File: config.mk
export PLATFORM = sky130hd
export DESIGN_NAME = data_rsp
export DESIGN_NICKNAME = d
export VERILOG_FILES = /design/src/rtl/data_rsp.sv
export SDC_FILE = /design/constraint.sdc
export NUM_CORES = 1
export LEC_CHECK = 0
export BUFFER_PORTS_ARGS = -buffer_cell sky130_fd_sc_hd__buf_4
export CORE_UTILIZATION = 51
export DETAILED_ROUTE_END_ITERATION = 6
export HOLD_SLACK_MARGIN = 0.02
export PLACE_DENSITY = 0.74
export SYNTH_ARGS = -nofsm -noshare
export SYNTH_HDL_FRONTEND = slang
export SYNTH_SLANG_ARGS = --single-unit
File: constraint.sdc
create_clock -name clk -period 3.09 [get_ports clk]
set_input_delay 0.1545 -clock clk [delete_from_list [all_inputs] [get_ports clk]]
set_output_delay 0.1545 -clock clk [all_outputs]
set_load 0.005 [all_outputs]
File: src/rtl/data_rsp.sv
// Read responder: drives the data RAM read port, realigns its latency and buffers
// returned words in a FWFT FIFO, with credit-based stall so the buffer cannot overflow.
module data_rsp #(
    parameter int ADDR_WIDTH     = 32,
    parameter int DATA_WIDTH     = 32,
    parameter int BRAM_LATENCY   = 2,
    parameter int FIFO_DEPTH     = 8,
    parameter int FIFO_CNT_WIDTH = 4,
    parameter int REG_WIDTH      = 32
) (
    input  logic                  clk,
    input  logic                  rst,
    input  logic [ADDR_WIDTH-1:0] i_addr,
    input  logic                  i_rden,
    input  logic                  i_end,
    output logic                  o_stall,
    output logic [ADDR_WIDTH-1:0] o_bram_addr,
    output logic                  o_bram_en,
    input  logic [DATA_WIDTH-1:0] i_bram_dout,
    output logic [DATA_WIDTH-1:0] o_data,
    output logic                  o_last,
    output logic                  o_data_vld,
    input  logic                  i_data_rdy,
    output logic                  o_err,
    output logic [REG_WIDTH-1:0]  dbg_datarsp_fifo_cnt,
    output logic [REG_WIDTH-1:0]  dbg_datarsp_rd_cnt
);
    localparam int STAGES = BRAM_LATENCY - 1;
    localparam int PTR_W  = $clog2(FIFO_DEPTH);

    typedef struct packed {
        logic                  last;
        logic [DATA_WIDTH-1:0] data;
    } fifo_ent_t;

    logic                      accept, exit_vld, push, pop, empty;
    logic [STAGES:0]           vld_pipe, last_pipe;
    logic [FIFO_CNT_WIDTH-1:0] fifo_cnt, inflight;
    logic [FIFO_CNT_WIDTH:0]   credit;
    logic [PTR_W-1:0]          wr_ptr, rd_ptr;
    logic [REG_WIDTH-1:0]      rd_cnt;
    fifo_ent_t                 mem [FIFO_DEPTH];

    // Stall looks only at registered counts, so it never depends on i_rden.
    assign credit  = {1'b0, inflight} + {1'b0, fifo_cnt};
    assign o_stall = credit >= (FIFO_CNT_WIDTH+1)'(FIFO_DEPTH);

    assign accept      = i_rden & ~o_stall;
    assign o_bram_en   = accept;
    assign o_bram_addr = i_addr;

    assign exit_vld   = vld_pipe[STAGES];
    assign push       = exit_vld;
    assign empty      = (fifo_cnt == '0);
    assign o_data_vld = ~empty;
    assign pop        = o_data_vld & i_data_rdy;
    assign o_data     = empty ? '0   : mem[rd_ptr].data;
    assign o_last     = empty ? 1'b0 : mem[rd_ptr].last;

    assign dbg_datarsp_fifo_cnt = REG_WIDTH'(fifo_cnt);
    assign dbg_datarsp_rd_cnt   = rd_cnt;

    always_ff @(posedge clk or posedge rst) begin
        if (rst) begin
            vld_pipe  <= '0;
            last_pipe <= '0;
        end else begin
            vld_pipe  <= (vld_pipe << 1)  | (STAGES+1)'(accept);
            last_pipe <= (last_pipe << 1) | (STAGES+1)'(i_end & accept);
        end
    end

    always_ff @(posedge clk or posedge rst) begin
        if (rst) begin
            inflight <= '0;
        end else begin
            case ({accept, exit_vld})
                2'b10:   inflight <= inflight + 1'b1;
                2'b01:   inflight <= inflight - 1'b1;
                default: inflight <= inflight;
            endcase
        end
    end

    // Storage is not reset; occupancy and pointers alone decide what is visible.
    always_ff @(posedge clk) begin
        if (push) mem[wr_ptr] <= '{last: last_pipe[STAGES], data: i_bram_dout};
    end

    always_ff @(posedge clk or posedge rst) begin
        if (rst) begin
            wr_ptr   <= '0;
            rd_ptr   <= '0;
            fifo_cnt <= '0;
        end else begin
            if (push) wr_ptr <= wr_ptr + 1'b1;
            if (pop)  rd_ptr <= rd_ptr + 1'b1;
            case ({push, pop})
                2'b10:   fifo_cnt <= fifo_cnt + 1'b1;
                2'b01:   fifo_cnt <= fifo_cnt - 1'b1;
                default: fifo_cnt <= fifo_cnt;
            endcase
        end
    end

    always_ff @(posedge clk or posedge rst) begin
        if (rst) begin
            o_err  <= 1'b0;
            rd_cnt <= '0;
        end else begin
            if (i_rden & o_stall) o_err <= 1'b1;
            if (accept)           rd_cnt <= rd_cnt + 1'b1;
        end
    end

endmodule

Word level (Yosys, flattened, before mapping)
Memories as Yosys holds them, arrays and structs flattened.
Cells that the tools add are included.
- add/sub/neg operators: 8
- $lt $le $gt $ge: 1
- equality and inequality tests: 4
- muxes and demuxes: 6
- bitwise operators: 8
- reductions and logical operators: 3
- operators with widths (kind ; number):
    adder 32 x 1 -> 32 bit (second input constant) ; 1
    two-way mux 32 bit ; 1
    case mux 4 bit (2 select lines) ; 2
    adder 4 x 1 -> 4 bit (second input constant) ; 2
    subtractor 4 x 1 -> 4 bit (second input constant) ; 2
    adder 3 x 1 -> 3 bit (second input constant) ; 2
    adder 4 x 4 -> 5 bit ; 1
    greater-or-equal comparator 5 x 4 -> 1 bit (second input constant) ; 1
    AND 1 bit ; 4
    == test 2 x 1 -> 1 bit (second input constant) ; 2
    == test 2 bit (second input constant) ; 2
    zero test 4 bit ; 1
    OR 2 x 1 -> 2 bit ; 2
    nonzero test 2 bit ; 2
    two-way mux 1 bit ; 3
    NOT 1 bit ; 2
- flip-flop bits (word level): 51
- bits in writable memories: 264
- input bits: 69
- memories: 1
- memory list (memory ; depth ; bits a word ; rd ports ; clocked after memory_dff ; write ports ; RTL line ; source):
    mem ; 8 ; 33 ; 1 ; 0 ; 1 ; 42 ; fifo_ent_t mem [FIFO_DEPTH];

Logic depth before layout (Yosys ltp)
Gate-level depths: netlist of run 1.
- depth in word-level cells: 6
- mapped depth: 13
- mapped depth without buffers: 13

Worst setup path after synthesis of run 1
OpenSTA, ideal clock, no wires.
- path type: register -> register
- start point: register wr_ptr[0]
- end point: memory mem[0][0] (netlist bit), enable pin
- library setup time: 0.464 ns
- data arrival time: 2.867 ns
- path slack: -0.241 ns
- cell stages (with the launch flop): 3
- period minus slack after synthesis: 3.331 ns
- cell sequence: dfrtp_1 > nand2b_1 > nor3_1
- RTL lines (item ; RTL line ; source):
    start: declaration ; 40 ; logic [PTR_W-1:0] wr_ptr, rd_ptr;
    start signal: assignment ; 96 ; if (push) wr_ptr <= wr_ptr + 1'b1;
    end: declaration ; 42 ;
No word-level cell before the write port.

Worst setup path after layout of run 1
- start point: register rd_ptr[0]
- end point: output port o_data[2]
- word-level cells in the longest chain between the ends: 2
- ends and longest elaborated chain (item ; RTL line ; source):
    start: declaration ; 40 ;
    start signal: assignment ; 97 ; if (pop) rd_ptr <= rd_ptr + 1'b1;
    memory read (8 x 33 bit) ; -- ;
    two-way mux 32 bit ; 57 ; assign o_data = empty ? '0 : mem[rd_ptr].data;
    end: declaration ; 20 ; output logic [DATA_WIDTH-1:0] o_data,
No other way between the ends.

==> impl_results.md, run 1 <==
* Inserted Diodes at 0
* TritonRoute pass-1 iters at 4
* Placement Rows at 58
* Met2 Wirelength at 11800 um
* MaxCap Viol Count at 0
* Synth warn at 0
* Post-synth EDFFs at 264
* Gpl congestion at between 0.7 and 0.8
* Half-perimeter wire length after placement at around 14000 um
* Post-synth ARST share at 0.162
* Crit-path slowest cell: dfrtp_4
* Maximum clock path buffer count at 3
* TritonCTS sink count at 315
* Synthesized cell area at around 13000 um2
* Synth top area share at 0.608
* Inst Count DP at 1116
* Status: complete, no violations
* Share of the clock period used by the worst path at 0.930
* IO Pins at 202
* Met1 wire length at about 10000 um
* Worst EP arrival at approximately 2.7 ns
* Dominant cell type by area after synthesis: edfxtp_1
* Dominant synthesized flop cell: edfxtp_1
* Area growth, synth to finish at 18.2%
* Final std cells w/o fill at 1208
* Final WL at 23800 um
* PD cells at 856 nW/um2
* Crit path max fanout at 31
* Die width at 162 um
* Max Clk Rate at 348 MHz
* Unrepaired setup endpoints after global routing: false
* IO Port Bufs at 109
* DR WL met3 at between 1000 and 1500 um
* Crit path launch type: flop
* Final setup violation count at 0
* Placeable Area at 25100 um2
* Die Span Y at approximately 160 um
* CTS Buf Count at 31
* Crit path required time at around 2.9 ns
* Layout cells sized above 1 at 0.301
* Leak at 0.00571 uW
* Die area at 26200 um2
* Vias after detailed routing at 6527
* Initial antenna violation count at 0
* Worst-path cell chain: buf_4 > mux4_2 > mux2i_1 > nor2_1 > buf_4
* 1st-iter DRT viols at between 400 and 500
* Top Family by Delay on Critical Path: flip-flops
* First-pass GRT wire length at 37100 um
* Post-layout util at 0.613
* Setup_tns at 0 ns
* H-tree depth at 1
* Reg clk slew, reported paths at approximately 0.06 ns
* Synth cell types at 41
* Crit end category: output port
* Initial Util at 0.519
* Period minus WS final at 2.87 ns
* HP Class: in -> async
* Crit path buffers/inverters at 2
* WL/cell at 19.7 um
* Clock Latency Late Sink at 0.56 ns
* GRT Total Usage at 0.186
* Resize count post-CTS at 0
* Synthesized flop and latch total at 315
* Critical Path Max Stage Delay at around 0.86 ns
* Hold Fails Final Rpt at 0
* WS Path Type: reg -> out
* Top sig layer: met4
* Syn_area_per_cell at 18.2 um2
* Seq/Total Area, Yosys at 0.706
* DRC violations left at 0
* Slew @ Worst Pin at 0.778 ns
* DR vias/cell at 5.40
* Area contributors post-synth: edfxtp_1, mux4_2, dfrtp_1
* Max Slew Vio Count at 0
* Max Clock Skew at 0.0131 ns
* Total power draw at 13200 uW
* Worst vdd ir at approximately 0.00056 V
* Congestion Overflow GR at 0
* Most used cell, CP: buf_4
* Clk root buf: clkbuf_16
* Largest net degree at the start of global routing at 43
* Vias in the first global route at 6647
* Post-layout nets at 940
* CTS tree: yes
* Rel. slew slack at 0.481
* ANT nets after route at 0
* Mapped Cells at 714
-- area by class of cell --
| cell class | instances | area, um2 |
|---|---|---|
| clock buffer | 43 | 841 |
| clock inverter | 13 | 105 |
| fill | 1877 | 9710 |
| inverter | 13 | 48.8 |
| multi-input combinational | 328 | 3370 |
| sequential | 315 | 9210 |
| tap | 330 | 413 |
| timing repair buffer | 166 | 1410 |
-- logic make-up (layout without fill, tap and decap cells) --
logic type,count (synthesis),in the layout,share of synthesized area
AOI/OAI and AO/OA,10,10,0.00528
buffers and inverters,98,235,0.0477
xor gates and xnor gates,43,43,0.0289
adders and majority gates,16,16,0.0171
and+or+nand+nor,128,128,0.0517
other,1,28,0.000288
muxes,103,103,0.143
DFF,315,315,0.706
-- placed cells by master, fill, tap and decap left out, types with 3 or more instances in the layout --
| master | synthesis | final |
|---|---|---|
| buf_12 | 0 | 6 |
| a21o_1 | 3 | 3 |
| clkbuf_1 | 10 | 10 |
| nand3_1 | 10 | 10 |
| edfxtp_1 | 264 | 264 |
| ha_1 | 13 | 13 |
| and4_1 | 6 | 6 |
| xnor2_1 | 24 | 24 |
| nand2_1 | 28 | 28 |
| mux2i_1 | 35 | 35 |
| fa_1 | 3 | 3 |
| conb_1 | 1 | 28 |
| clkinv_1 | 0 | 6 |
| inv_1 | 12 | 11 |
| and3_1 | 4 | 4 |
| mux4_2 | 66 | 66 |
| clkbuf_16 | 0 | 31 |
| nor2_1 | 51 | 45 |
| clkinv_2 | 0 | 3 |
| and2_1 | 3 | 3 |
| dfrtp_1 | 51 | 48 |
| dlygate4sd3_1 | 0 | 36 |
| nor3_2 | 4 | 4 |
| xor2_1 | 19 | 19 |
| buf_4 | 66 | 124 |
| a21oi_1 | 3 | 3 |
| nand2b_1 | 3 | 3 |
| nand4_1 | 5 | 5 |
| nor2_4 | 0 | 6 |
-- metal layers --
layer / vias up / global-route usage
li1: 2924 / -
met1: 3351 / 0.262
met2: 203 / 0.308
met3: 49 / 0.0271
met4: 0 / 0.0433
met5: - / 0
-- state kept, by name, summed over array words and instances, names as in the netlist --
signal	cells
fifo_cnt	4
inflight	4
rd_ptr	3
dbg_datarsp_rd_cnt	32
wr_ptr	3
mem	264
o_err	1
vld_pipe	2
last_pipe	2
-- worst register-to-register path: cells and delay by family, from the launching register on --
kind / cells / cell delay, ns
xor gates and xnor gates: 2 / 0.28
and+or+nand+nor: 3 / 0.31
DFF: 1 / 0.42
adders and majority gates: 4 / 0.94
AOI/OAI and AO/OA: 3 / 0.68
buffers and inverters: 1 / 0.07
-- power by group --
part	leakage [uW]	internal (uW)	switching (uW)	total [uW]
registers	0.00304	5080	426	5510
clock network	0.000462	1980	1500	3480
logic	0.00220	2230	1950	4180
total	0.00571	9300	3880	13200
-- cells in the mapped netlist (2+ instances only) --
library cell	number
edfxtp_1	264
buf_4	66
mux4_2	66
dfrtp_1	51
nor2_1	51
mux2i_1	35
nand2_1	28
xnor2_1	24
xor2_1	19
ha_1	13
inv_1	12
clkbuf_1	10
nand3_1	10
and4_1	6
buf_2	5
nand4_1	5
and3_1	4
buf_1	4
nor3_1	4
nor3_2	4
a21o_1	3
a21oi_1	3
and2_1	3
fa_1	3
nand2b_1	3
nand4_2	2
o21ai_0	2
-- worst paths after layout --
kind	startpoint	to	slack, ns	cells past startpoint
worst max-delay path	rd_ptr[0]$_DFFE_PP0P_	o_data[2]	0.22	5
worst min-delay path	rst	dbg_datarsp_rd_cnt[4]$_DFFE_PP0P_	0.30	3
worst max register to register	inflight[0]$_DFFE_PP0P_	inflight[3]$_DFFE_PP0P_	0.28	13
worst min register to register	vld_pipe[0]$_DFF_PP0_	vld_pipe[1]$_DFF_PP0_	0.35	0
max in group asynchronous	rst	dbg_datarsp_rd_cnt[26]$_DFFE_PP0P_	2.09	4
min in group clk	i_addr[18]	o_bram_addr[18]	0.31	0
-- what timing repair did --
action | in CTS | in global routing
setup buffers | 0 | 0
endpoints found under the hold margin | 295 | 0
setup endpoints to repair | 0 | 0
hold buffers | 36 | 0
-- metrics by stage --
| stage | worst slack (ns) | instance area (um2) | hold slack (ns) |
|---|---|---|---|
| after global placement | 0.393 | 14100 | 0.309 |
| after global routing | 0.0675 | 15400 | 0.309 |
| after detailed placement | 0.281 | 14100 | 0.309 |
| after CTS | 0.157 | 15400 | 0.309 |
| after floorplan | 0.462 | 13100 | 0.253 |
| final | 0.216 | 15400 | 0.304 |
Note: power is estimated with default switching activity, not from simulation.
==> run 2, diff against run 1 <==
clock period = 2.6 ns   (was 3.09 ns; I/O delays follow)
==> impl_results.md, run 2 (synthesis gave the netlist of run 1 again) <==
* Slew @ Worst Pin at 0.523 ns (-0.254 ns)
* Biggest register: mem
* Hold depth at 3
* Post-layout nets at 949 (+0.96%)
* Placeable Area at 25100 um2 (unchanged)
* PD cells at 1030 nW/um2 (+21%)
* H-tree depth at 2 (+1)
* DRC violations left at 0 (unchanged)
* Worst EP arrival at 2.84 ns (+0.12 ns)
* MaxCap Viol Count at 0 (unchanged)
* TritonRoute pass-1 iters at 4 (unchanged)
* Final WL at 24300 um (+2.1%)
* GRT Total Usage at 0.192 (+0.00625)
* Area growth, synth to finish at 20.0%
* Die area at 26200 um2 (unchanged)
* Crit path launch type: flop
* Leak at 0.00582 uW (+1.9%)
* Most common cell after layout, fill and taps aside: edfxtp_1
* TritonCTS sink count at 315 (unchanged)
* Half-perimeter wire length after placement at 14900 um (+5.5%)
* Hold Crit Start: i_data_rdy
* Fillers at 1828 (-2.6%)
* Clock Latency Late Sink at 0.50 ns (-0.06 ns)
* DR vias/cell at 5.34 (-1.2%)
* Worst vdd ir at 0.000622 V (+12%)
* Maximum clock path buffer count at 3 (unchanged)
* Initial antenna violation count at 1 (+1)
* Initial Util at 0.519 (unchanged)
* Rel. slew slack at 0.651 (+0.170)
* Crit path max fanout at 5 (-84%)
* R2R Path End: fifo_cnt[3]$_DFFE_PP0P_
* Period minus WS final at 2.46 ns
* 1st-iter DRT viols at 509 (+25%)
* Final WS setup at 0.140 ns (-0.0759 ns)
* Gpl congestion at 0.771 (-1.0%)
* Share of the clock period used by the worst path at 0.946
* IO Port Bufs at 109 (unchanged)
* Design Area, Final at 15600 um2 (+1.5%)
* Status: complete, no violations
* IO Pins at 202 (unchanged)
* WS Path Type: reg -> reg
* Area of the multi-input gates at 3400 um2 (+0.67%)
* Crit path required time at 2.98 ns (+0.04 ns)
* Layout cells sized above 1 at 0.322 (+0.0210)
* Max Clk Rate at 407 MHz
* Post-CTS Setup Bufs at 0 (unchanged)
* Vias after detailed routing at 6512 (-0.23%)
* Crit end category: flop
* Max Clock Skew at 0.0138 ns (+0.000668 ns)
* Sequential Area at 9210 um2 (about the same)
* Largest net degree at the start of global routing at 55 (+28%)
* Worst r2r src: fifo_cnt[0]$_DFFE_PP0P_
* Die Span Y at 162 um (unchanged)
* Pre-CTS setup slack at 0.0618 ns (-0.219 ns)
* Reg clk slew, reported paths at 0.06 ns (about the same)
* Congestion Overflow GR at 0 (unchanged)
* Placement Rows at 58 (unchanged)
* FF-to-FF path depth at 11 (-2)
* First-pass GRT wire length at 37800 um (+1.9%)
* CTS Buf Count at 34 (+9.7%)
* Hold Path Sink: rd_ptr[0]$_DFFE_PP0P_
* Die width at 162 um (unchanged)
* Vias in the first global route at 6811 (+2.5%)
* Hold Fails Final Rpt at 0 (unchanged)
* ANT nets after route at 0 (unchanged)
* Max FFs per register at 264 (unchanged)
* Final setup violation count at 0 (unchanged)
* Hold_ws at 0.0462 ns (-0.258 ns)
* Clk root buf: clkbuf_16
* CTS tree: yes
* Max Slew Vio Count at 0 (unchanged)
* Most frequent cells in the layout: edfxtp_1, buf_4, mux4_2
* Setup_tns at 0 ns (unchanged)
* WL/cell at 19.9 um (+1.1%)
* Cell Area, Placed at 14200 um2 (+0.84%)
* HP Class: in -> reg
* FF-to-FF setup slack at 0.14 ns (-0.14 ns)
-- run 2: cell count changes in the layout (fill, tap and decap cells not counted), sizes merged --
| cell | before | now |
|---|---|---|
| inv | 15 | 14 |
| clkbuf | 43 | 48 |
| diode | 0 | 1 |
| dlygate4sd3 | 36 | 35 |
| buf | 130 | 137 |
| clkinv | 10 | 12 |
| bufinv | 1 | 0 |
-- run 2: worst max path at each step --
stage / startpoint / to / slack (ns)
final: fifo_cnt[0]$_DFFE_PP0P_ / fifo_cnt[3]$_DFFE_PP0P_ / 0.14
after global routing: inflight[0]$_DFFE_PP0P_ / inflight[3]$_DFFE_PP0P_ / -0.01
after CTS: fifo_cnt[0]$_DFFE_PP0P_ / inflight[3]$_DFFE_PP0P_ / 0.05
after detailed placement: fifo_cnt[0]$_DFFE_PP0P_ / inflight[3]$_DFFE_PP0P_ / 0.06
after global placement: fifo_cnt[0]$_DFFE_PP0P_ / inflight[3]$_DFFE_PP0P_ / 0.07
after floorplan: fifo_cnt[0]$_DFFE_PP0P_ / inflight[3]$_DFFE_PP0P_ / 0.01
-- run 2: cell type report --
cell class | instances | area share
multi-input cells | 328 | 0.217
clock inverters | 13 | 0.00432
diodes | 1 | 0.000160
repair buffers | 172 | 0.0970
inverters | 13 | 0.00312
clock buffers | 48 | 0.0630
well taps | 330 | 0.0264
flip-flops and latches | 315 | 0.589
-- run 2: through the flow --
step           power [uW]   util  std cells
6_report            16200  0.623       1220
5_1_grt             17000  0.623       1220
4_1_cts             16300  0.622       1219
3_5_place_dp        11800  0.566       1123
3_3_place_gp        11700  0.566       1123
2_1_floorplan        9710      -        741
-- run 2: repair_timing --
item                                    CTS  global route
hold endpoints to repair                275             0
endpoints found under the setup margin    0             2
gates resized for setup                   0             4
hold buffers                             35             0
-- run 2: critical path: stages, from the launching register on --
cell     delay [ns]
dfrtp_2        0.42
buf_4          0.16
nor4_4         0.29
inv_2          0.05
and2_1         0.20
ha_1           0.25
ha_1           0.29
a21o_1         0.19
a21oi_2        0.15
xnor2_1        0.12
nor2_1         0.06
xor2_1         0.14
-- run 2: power breakdown --
group / switching [uW] / total (uW) / internal, uW
Sequential: 401 / 6450 / 6050
Clock: 1810 / 4460 / 2640
Combinational: 2470 / 5260 / 2790
-- run 2: layer usage --
layer / GRT usage / routed length (um)
met1: 0.262 / 10500
met2: 0.315 / 12100
met3: 0.0414 / 1310
met4: 0.0519 / 440
met5: 0 / 0
==> run 3, diff against run 2 <==
CORE_UTILIZATION = 60   (was 51)
PLACE_DENSITY = 0.82   (was 0.74)
clock period = 2.9 ns   (was 2.6 ns; I/O delays follow)
==> impl_results.md, run 3 (synthesis gave the netlist of run 1 again) <==
* Status: complete, no violations
* Inserted Diodes at 0 (-1)
* Vias after detailed routing at 6647 (+2.1%)
* Max Clk Rate at 362 MHz (-11%)
* Crit path max fanout at 8 (+3)
* Reg clk slew, reported paths at 0.06 ns (about the same)
* DR vias/cell at 5.79 (+8.4%)
* Layout cells sized above 1 at 0.304 (-0.0174)
* CTS tree: yes
* Crit end category: flop
* Die width at 149 um (-7.7%)
* DRC violations left at 0 (unchanged)
* Largest net degree at the start of global routing at 45 (-18%)
* Critical Path Max Stage Delay at 0.46 ns (+0.04 ns)
* WL/cell at 22.3 um (+12%)
* Share of the clock period used by the worst path at 0.951 (+0.00532)
* Worst EP arrival at 3.17 ns (+0.33 ns)
* HP Class: in -> reg
* ANT nets after route at 0 (unchanged)
* Sw Ratio at 0.295 (+0.00484)
* Setup_tns at 0 ns (unchanged)
* Clk root buf: clkbuf_16
* Die area at 22300 um2 (-15%)
* Unrepaired setup endpoints after global routing: false
* Rel. slew slack at 0.500 (-0.152)
* Most frequent cells in the layout: edfxtp_1, buf_4, mux4_2
* Period minus WS final at 2.76 ns (+0.299 ns)
* Slew @ Worst Pin at 0.751 ns (+0.227 ns)
* Placeable Area at 21200 um2 (-16%)
* Congestion Overflow GR at 0 (unchanged)
* IO Pins at 202 (unchanged)
* Die Span Y at 149 um (-7.7%)
* Clock power share at 0.267 (-0.009)
* Most common cell after layout, fill and taps aside: edfxtp_1
* IO Port Bufs at 109 (unchanged)
* Half-perimeter wire length after placement at 15000 um (+0.78%)
* Crit path buffers/inverters at 0 (-2)
* Leak at 0.00572 uW (-1.6%)
* Crit-path slowest cell: dfrtp_1
* GRT Total Usage at 0.235 (+0.0427)
* Max Clock Skew at 0.0204 ns (+0.00664 ns)
* Sequential share of power at 0.412 (+0.013)
* Most used cell, CP: ha_1
* Area growth, synth to finish at 18.0%
* Final setup violation count at 0 (unchanged)
* First-pass GRT wire length at 39100 um (+3.5%)
* Hold_ws at 0.0419 ns (-0.00424 ns)
* Worst vdd ir at 0.000684 V (+9.9%)
* Initial Util at 0.616 (+0.0970)
* Post-layout nets at 939 (-1.1%)
* Hold Fails Final Rpt at 0 (unchanged)
* WS Path Type: reg -> reg
* Crit path launch type: flop
* Top Family by Delay on Critical Path: adder cells
* Max FFs per register at 264 (unchanged)
* Fillers at 1213 (-34%)
* Maximum clock path buffer count at 3 (unchanged)
* Combinational power share at 0.321 (-0.004)
* PD cells at 926 nW/um2 (-10%)
* Gpl congestion at 0.836 (+8.4%)
* Max Slew Vio Count at 0 (unchanged)
* Vias in the first global route at 6988 (+2.6%)
* CTS Buf Count at 31 (-8.8%)
* TritonRoute pass-1 iters at 4 (unchanged)
* Resize count post-CTS at 0 (unchanged)
* 1st-iter DRT viols at 422 (-17%)
* Internal at 10000 uW (-13%)
* MaxCap Viol Count at 0 (unchanged)
* Placement Rows at 53 (-8.6%)
* Net Switching at 4190 uW (-10%)
* Biggest register: mem
* Worst-path cell chain: ha_1 > or2_2 > o211ai_2 > nand2_4 > ha_1 > ha_1 > a21o_1 > a21oi_1 > xnor2_1 > nor2_1 > xor2_1
* Crit path required time at 3.31 ns (+0.33 ns)
* Final WL at 25600 um (+5.2%)
* TritonCTS sink count at 315 (unchanged)
* Initial antenna violation count at 0 (-1)
* H-tree depth at 1 (-1)
* Clock Latency Late Sink at 0.55 ns (+0.05 ns)
## run 3: cell type report
| class | count | area, um2 | area share |
|---|---|---|---|
| inverters | 13 | 48.8 | 0.00317 |
| flip-flops and latches | 315 | 9210 | 0.599 |
| repair buffers | 165 | 1440 | 0.0936 |
| clock buffers | 33 | 783 | 0.0510 |
| well taps | 275 | 344 | 0.0224 |
| clock inverters | 20 | 171 | 0.0112 |
| multi-input cells | 328 | 3370 | 0.219 |
## run 3: what timing repair did
| action | in CTS | in global routing |
|---|---|---|
| buffers inserted | 0 | 1 |
| setup endpoints to repair | 0 | 1 |
| hold endpoints to repair | 290 | 0 |
| hold buffers | 35 | 0 |
## run 3: stage by stage
| stage | utilization | setup slack, ns | power (uW) | instances | area [um2] |
|---|---|---|---|---|---|
| after floorplan | - | 0.272 | 8700 | 741 | 13100 |
| after global placement | 0.665 | 0.299 | 10300 | 1060 | 14100 |
| after detailed placement | 0.665 | 0.189 | 10500 | 1060 | 14100 |
| after CTS | 0.726 | 0.154 | 14300 | 1148 | 15400 |
| after global routing | 0.727 | 0.00547 | 14900 | 1149 | 15400 |
| final | 0.727 | 0.141 | 14200 | 1149 | 15400 |
## run 3: worst reg2reg max path: cells and delay by family, from the launching register on
kind | cells | cell delay [ns]
flops | 1 | 0.46
simple gates | 3 | 0.51
compound gates | 3 | 0.46
xor+xnor | 2 | 0.29
fa+ha+maj | 3 | 0.91
## run 3: final timing paths
check / from / to / slack [ns] / depth (start not counted)
max reg2reg: fifo_cnt[2]$_DFFE_PP0P_ / inflight[3]$_DFFE_PP0P_ / 0.14 / 11
min in group asynchronous: rst / fifo_cnt[2]$_DFFE_PP0P_ / 0.28 / 3
min: i_data_rdy / rd_ptr[0]$_DFFE_PP0P_ / 0.04 / 3
min reg2reg: vld_pipe[0]$_DFF_PP0_ / vld_pipe[1]$_DFF_PP0_ / 0.35 / 0
max: fifo_cnt[2]$_DFFE_PP0P_ / inflight[3]$_DFFE_PP0P_ / 0.14 / 11
max in group asynchronous: rst / dbg_datarsp_rd_cnt[16]$_DFFE_PP0P_ / 1.89 / 4
## run 3: power by group through the flow
stage	Sequential (uW)	Combinational (uW)	Clock (uW)
3_3_place_gp	5910	4380	0
4_1_cts	5880	4590	3860
6_report	5860	4560	3800
3_5_place_dp	5960	4510	0
5_1_grt	5930	4930	4030
2_1_floorplan	5720	2980	0
## run 3: layer usage
metal / vias up / wire [um] / GRT usage / part of all wire
met4: 0 / 398 / 0.0531 / 0.016
met1: 3458 / 10200 / 0.310 / 0.40
met3: 46 / 1470 / 0.0401 / 0.058
met2: 219 / 13500 / 0.409 / 0.53
li1: 2924 / - / - / -
met5: - / 0 / 0 / 0
